==> src/rtl/uart_pkg.sv <==
// Shared UART definitions: FSM states, frame constants and counter sizing.
// The receiver imports the same package.
package uart_pkg;

  typedef enum logic [2:0] {
    IDLE,
    WAIT_CTS,
    START,
    DATA,
    STOP
  } uart_state_e;

  localparam int unsigned DATA_BITS   = 8;
  localparam logic        LINE_IDLE   = 1'b1;
  localparam logic        START_LEVEL = 1'b0;

  // Width needed to count 0..n-1, never narrower than one bit.
  function automatic int unsigned cnt_width(input int unsigned n);
    return (n < 2) ? 1 : $clog2(n);
  endfunction

endpackage

==> src/rtl/uart_sync2.sv <==
// Two-flop synchroniser for asynchronous single-bit inputs (cts, rx).
// Clears to 0 on reset.
module uart_sync2 (
  input  logic clk_i,
  input  logic rst_ni,
  input  logic d_i,
  output logic q_o
);

  logic [1:0] sync_q;

  always_ff @(posedge clk_i or negedge rst_ni) begin
    if (!rst_ni) begin
      sync_q <= '0;
    end else begin
      sync_q <= {sync_q[0], d_i};
    end
  end

  assign q_o = sync_q[1];

endmodule

==> src/rtl/uart_tx.sv <==
// 8N1/8N2 UART transmitter with valid/ready byte intake and rts/cts flow control.
// Bytes go out LSB first; tx and all status outputs are registered.
module uart_tx
  import uart_pkg::*;
#(
  parameter int unsigned CLKS_PER_BIT = 16,
  parameter int unsigned STOP_BITS    = 1,
  parameter int unsigned USE_CTS      = 1
) (
  input  logic       clock,
  input  logic       reset,
  input  logic [7:0] tx_data,
  input  logic       tx_valid,
  output logic       tx_ready,
  output logic       tx_done,
  output logic       busy,
  output logic       tx,
  output logic       rts,
  input  logic       cts
);

  localparam int unsigned CW = cnt_width(CLKS_PER_BIT * STOP_BITS);
  localparam int unsigned BW = $clog2(DATA_BITS);

  localparam logic [CW-1:0] BIT_LAST  = CW'(CLKS_PER_BIT - 1);
  localparam logic [CW-1:0] STOP_LAST = CW'(CLKS_PER_BIT * STOP_BITS - 1);
  localparam logic [CW-1:0] CNT_ONE   = CW'(1);
  localparam logic [BW-1:0] DATA_LAST = BW'(DATA_BITS - 1);
  localparam logic [BW-1:0] BIT_ONE   = BW'(1);

  uart_state_e          state_q;
  logic [CW-1:0]        clk_cnt_q;
  logic [BW-1:0]        bit_cnt_q;
  logic [DATA_BITS-1:0] shift_q;
  logic                 tx_q;
  logic                 ready_q;
  logic                 busy_q;
  logic                 done_q;
  logic                 rts_q;
  logic                 cts_sync;

  uart_sync2 u_cts_sync (
    .clk_i (clock),
    .rst_ni(reset),
    .d_i   (cts),
    .q_o   (cts_sync)
  );

  always_ff @(posedge clock or negedge reset) begin
    if (!reset) begin
      state_q   <= IDLE;
      clk_cnt_q <= '0;
      bit_cnt_q <= '0;
      shift_q   <= '0;
      tx_q      <= LINE_IDLE;
      ready_q   <= 1'b1;
      busy_q    <= 1'b0;
      done_q    <= 1'b0;
      rts_q     <= 1'b0;
    end else begin
      done_q <= 1'b0;
      case (state_q)
        IDLE: begin
          if (tx_valid && ready_q) begin
            shift_q <= tx_data;
            ready_q <= 1'b0;
            busy_q  <= 1'b1;
            rts_q   <= 1'b1;
            state_q <= WAIT_CTS;
          end
        end
        WAIT_CTS: begin
          if ((USE_CTS == 0) || cts_sync) begin
            tx_q      <= START_LEVEL;
            clk_cnt_q <= '0;
            state_q   <= START;
          end
        end
        START: begin
          if (clk_cnt_q == BIT_LAST) begin
            clk_cnt_q <= '0;
            bit_cnt_q <= '0;
            tx_q      <= shift_q[0];
            shift_q   <= {1'b0, shift_q[DATA_BITS-1:1]};
            state_q   <= DATA;
          end else begin
            clk_cnt_q <= clk_cnt_q + CNT_ONE;
          end
        end
        DATA: begin
          if (clk_cnt_q == BIT_LAST) begin
            clk_cnt_q <= '0;
            // Bit counter wraps to 0 after the last data bit.
            bit_cnt_q <= bit_cnt_q + BIT_ONE;
            if (bit_cnt_q == DATA_LAST) begin
              tx_q    <= LINE_IDLE;
              state_q <= STOP;
            end else begin
              tx_q    <= shift_q[0];
              shift_q <= {1'b0, shift_q[DATA_BITS-1:1]};
            end
          end else begin
            clk_cnt_q <= clk_cnt_q + CNT_ONE;
          end
        end
        STOP: begin
          if (clk_cnt_q == STOP_LAST) begin
            clk_cnt_q <= '0;
            done_q    <= 1'b1;
            ready_q   <= 1'b1;
            busy_q    <= 1'b0;
            rts_q     <= 1'b0;
            state_q   <= IDLE;
          end else begin
            clk_cnt_q <= clk_cnt_q + CNT_ONE;
          end
        end
        default: begin
          state_q <= IDLE;
          tx_q    <= LINE_IDLE;
        end
      endcase
    end
  end

  assign tx       = tx_q;
  assign tx_ready = ready_q;
  assign busy     = busy_q;
  assign tx_done  = done_q;
  assign rts      = rts_q;

endmodule

==> config.mk <==
export PLATFORM = sky130hd
export DESIGN_NAME = uart_tx
export DESIGN_NICKNAME = d
export VERILOG_FILES = /design/src/rtl/uart_pkg.sv /design/src/rtl/uart_sync2.sv /design/src/rtl/uart_tx.sv
export SDC_FILE = /design/constraint.sdc
export NUM_CORES = 1
export LEC_CHECK = 0
export ABC_AREA = 0
export CORE_MARGIN = 4
export CORE_UTILIZATION = 49
export DETAILED_ROUTE_END_ITERATION = 10
export PLACE_DENSITY = 0.81
export SLEW_MARGIN = 15
export SYNTH_ARGS = -nofsm -noshare
export SYNTH_HDL_FRONTEND = slang
export SYNTH_SLANG_ARGS = --single-unit
==> constraint.sdc <==
create_clock -name clock -period 1.58 [get_ports clock]
set_clock_uncertainty 0.05 [all_clocks]
set_input_delay 0.158 -clock clock [delete_from_list [all_inputs] [get_ports clock]]
set_output_delay 0.158 -clock clock [all_outputs]
set_load 0.05 [all_outputs]
==> impl_results.md <==
* Top cell type's share of synthesized area at 40.9%
* Post-synthesis compound-gate area fraction at 19.8%
* # nets final at 196
* Final Setup Violations at 0
* LEAKAGE at 0.831 nW
* Synthesized Nets at 162
* Total CTS buffers at 3
* Peak supply drop at 434 uV
* Worst-Margin Slew at 312 ps
* RSZ-0062 raised after global routing: yes
* DRC at 0
* Synth Area in Adders at 2.79%
* Initial antenna violation count at 0
* Pwr/cell area at 545 nW/um^2
* CTS Root Cell: clkbuf_4
* Critical Path Sink Type: flop
* FILL cells at 203
* Vias/cell at 5.70
* Die Height at 60.4 um
* Total Wirelength at 3.10 mm
* Largest cells by area after synthesis: dfrtp_1 41%, nand2_1 6.4%, mux2i_1 5.2%
* Max_cap viols at 0
* # IOs at 17
* FF/Latch Area at 604 um^2
* Core box area at 2540 um^2
* Clock power share at 29.3%
* First-pass DRT Iterations at 4
* Post-synthesis sequential area ratio at 44.8%
* Synth warn at 0
* Count of cell types in the netlist at 41
* Area occupied by multi-input gates at 718 um^2
* Pre-CTS setup slack at -126 ps
* Worst hold path type: primary input to async pin
* Final core utilization at 68.9%
* CP arrival at 1700 ps
* Hold Slack at 136 ps
* Post-synthesis mux area share at 5.20%
* Remaining Overflow, GRT at 0
* Post-DP HPWL at 2.16 mm
* CTS H-tree lvls at 1
* Pwr Total at 0.000956 W
* Synth Flop Type: dfrtp_1
* Fin crit share at 97.2%
* Chip width at 60.4 um
* Final Max Slew Viols at 0
* Async SR Flop Fraction at 100%
* Max Root-Sink Buffers at 2
* Clock period minus worst slack at 1540 ps
* # rows at 18
* F_max at 651 MHz
* Largest net degree at the start of global routing at 25
* Synth Area in XOR/XNOR at 0%
* Share of cells above drive strength 1 at 27.2%
* Cells after synthesis at 147
* Post-synthesis cell area at 1350 um^2
* Sw power at 0.000207 W
* DRT antenna net count at 0
* Rel. slew slack at 79.2%
* RD Place Congestion at 0.854
* Drt wl/cell at 14.7 um
* Clock-pin slew on the worst setup and hold paths at 130 ps
* Crit path kind: flop to flop
* Number of diodes at 0
* Initial DRC count at 72
* EDFF count, synth at 0
* Die ar. at 3650 um^2
* Internal power at 0.000749 W
* WP data required at 1740 ps
* Fin. Hold Viols at 0
* Setup TNS at 0 ps
* Register share of total power at 64.7%
* Commonest cells after routing, fill and taps aside: 27 x buf_4, 22 x nand2_1, 21 x dfrtp_1
* Largest family of logic cells by synthesized area: simple AND/OR/NAND/NOR gates
* Area Growth Syn to Fin at 30.3%
* Post-synthesis register bit count at 24
* Biggest area consumer among synthesized cells: dfrtp_1
* Crit-path max FO at 8
* Port Buffer Count at 16
* Overall Global Routing Usage at 18.2%
* Status: complete, no violations
* Starting density of the core at 52.9%
* Reg-to-reg slack, setup at 40 ps
* CTS tree: done
* Comb power frac at 6.0%
* Vias in the first global route at 1159
* Sw Ratio at 21.7%
* DR vias at 1197
* CP Launch Type: flop
* TritonCTS Sinks at 24
* Final Worst Setup Slack at 44.0 ps
* Worst-skew pair later-pin latency at 310 ps
* Commonest non-fill, non-tap cell in the layout: buf_4
* First-pass GRT wire length at 5.15 mm
* Syn avg cell area at 9.16 um^2
* Post-Synth Simple-Gate Area at 20.4%
what timing repair did:
item	CTS	global route
cloned	1	0
endpoints found under the setup margin	9	17
setup buffers	1	2
pin swaps	1	7
gates resized for setup	5	7
hold buffers	0	0
through the flow:
stage | instance area, um^2 | cells
2_1_floorplan | 1350 | 147
3_3_place_gp | 1630 | 202
3_5_place_dp | 1630 | 202
4_1_cts | 1710 | 208
5_1_grt | 1750 | 210
6_report | 1750 | 210
synth_stat cells, types with 2 or more instances:
cell / n
nor2_1: 6
mux2i_1: 7
buf_6: 3
nand2b_1: 4
nand3_1: 5
or3_1: 2
nand2_1: 23
o21ai_1: 6
buf_2: 3
o21ai_0: 10
a21oi_1: 8
dfrtp_1: 22
o211a_1: 2
dfstp_2: 2
a31oi_1: 4
clkbuf_1: 3
inv_1: 4
ha_1: 3
nor3_1: 5
o21ai_2: 2
buf_4: 2
a21o_1: 2
state kept, by name (all words and copies together) (netlist names):
signal and cells:
bit_cnt_q 3, clk_cnt_q 4, rts 1, shift_q 8
state_q 3, tx 1, tx_done 1, tx_ready 1
u_cts_sync.sync_q 2
logic make-up (layout without fill, tap and decap cells):
| kind of cell | after synthesis | count (layout) |
|---|---|---|
| AND/OR/NAND/NOR | 55 | 55 |
| AO/OA/AOI/OAI | 42 | 43 |
| flip-flops | 24 | 24 |
| buffers and inverters | 16 | 48 |
| multiplexers | 7 | 7 |
| adder cells (fa/ha/maj) | 3 | 3 |
metal layers:
layer / part of all wire [%] / up-vias / track usage (%)
met3: 4.2 / 2 / 3.83
met5: 0 / - / 0
met1: 46 / 581 / 25.0
met2: 49 / 25 / 29.9
met4: 0.29 / 0 / 3.72
li1: - / 589 / -
layout make-up:
cell class                 instances  area share, %
timing repair buffer              40           20.1
inverter                           4          0.856
sequential                        24           34.5
tap                               30           2.14
clock buffer                       4           1.50
multi-input combinational        108           40.9
worst paths after layout:
path / from / to / depth (start not counted)
min: reset / shift_q[4]$_DFFE_PN0P_ / 2
max reg2reg: bit_cnt_q[1]$_DFFE_PN0P_ / shift_q[6]$_DFFE_PN0P_ / 5
max: bit_cnt_q[1]$_DFFE_PN0P_ / shift_q[6]$_DFFE_PN0P_ / 5
min in group clock: cts / u_cts_sync.sync_q[0]$_DFF_PN0_ / 1
min reg2reg: u_cts_sync.sync_q[0]$_DFF_PN0_ / u_cts_sync.sync_q[1]$_DFF_PN0_ / 0
max in group asynchronous: reset / tx_ready$_DFFE_PN1P_ / 2
worst max-delay path, stage by stage, from the launching register on:
cell and delay, ps:
dfrtp_1 400, ha_2 200, ha_4 180, a221o_2 440
nand2_1 110, o21ai_2 50
power by group through the flow:
| stage | logic, W | registers, W | clock network (W) |
|---|---|---|---|
| 3_5_place_dp | 0.0000570 | 0.000630 | 0 |
| 4_1_cts | 0.0000581 | 0.000619 | 0.000286 |
| 3_3_place_gp | 0.0000557 | 0.000630 | 0 |
| 5_1_grt | 0.0000633 | 0.000619 | 0.000317 |
| 6_report | 0.0000575 | 0.000619 | 0.000280 |
| 2_1_floorplan | 0.0000115 | 0.000630 | 0 |
Note: power is estimated with default switching activity, not from simulation.
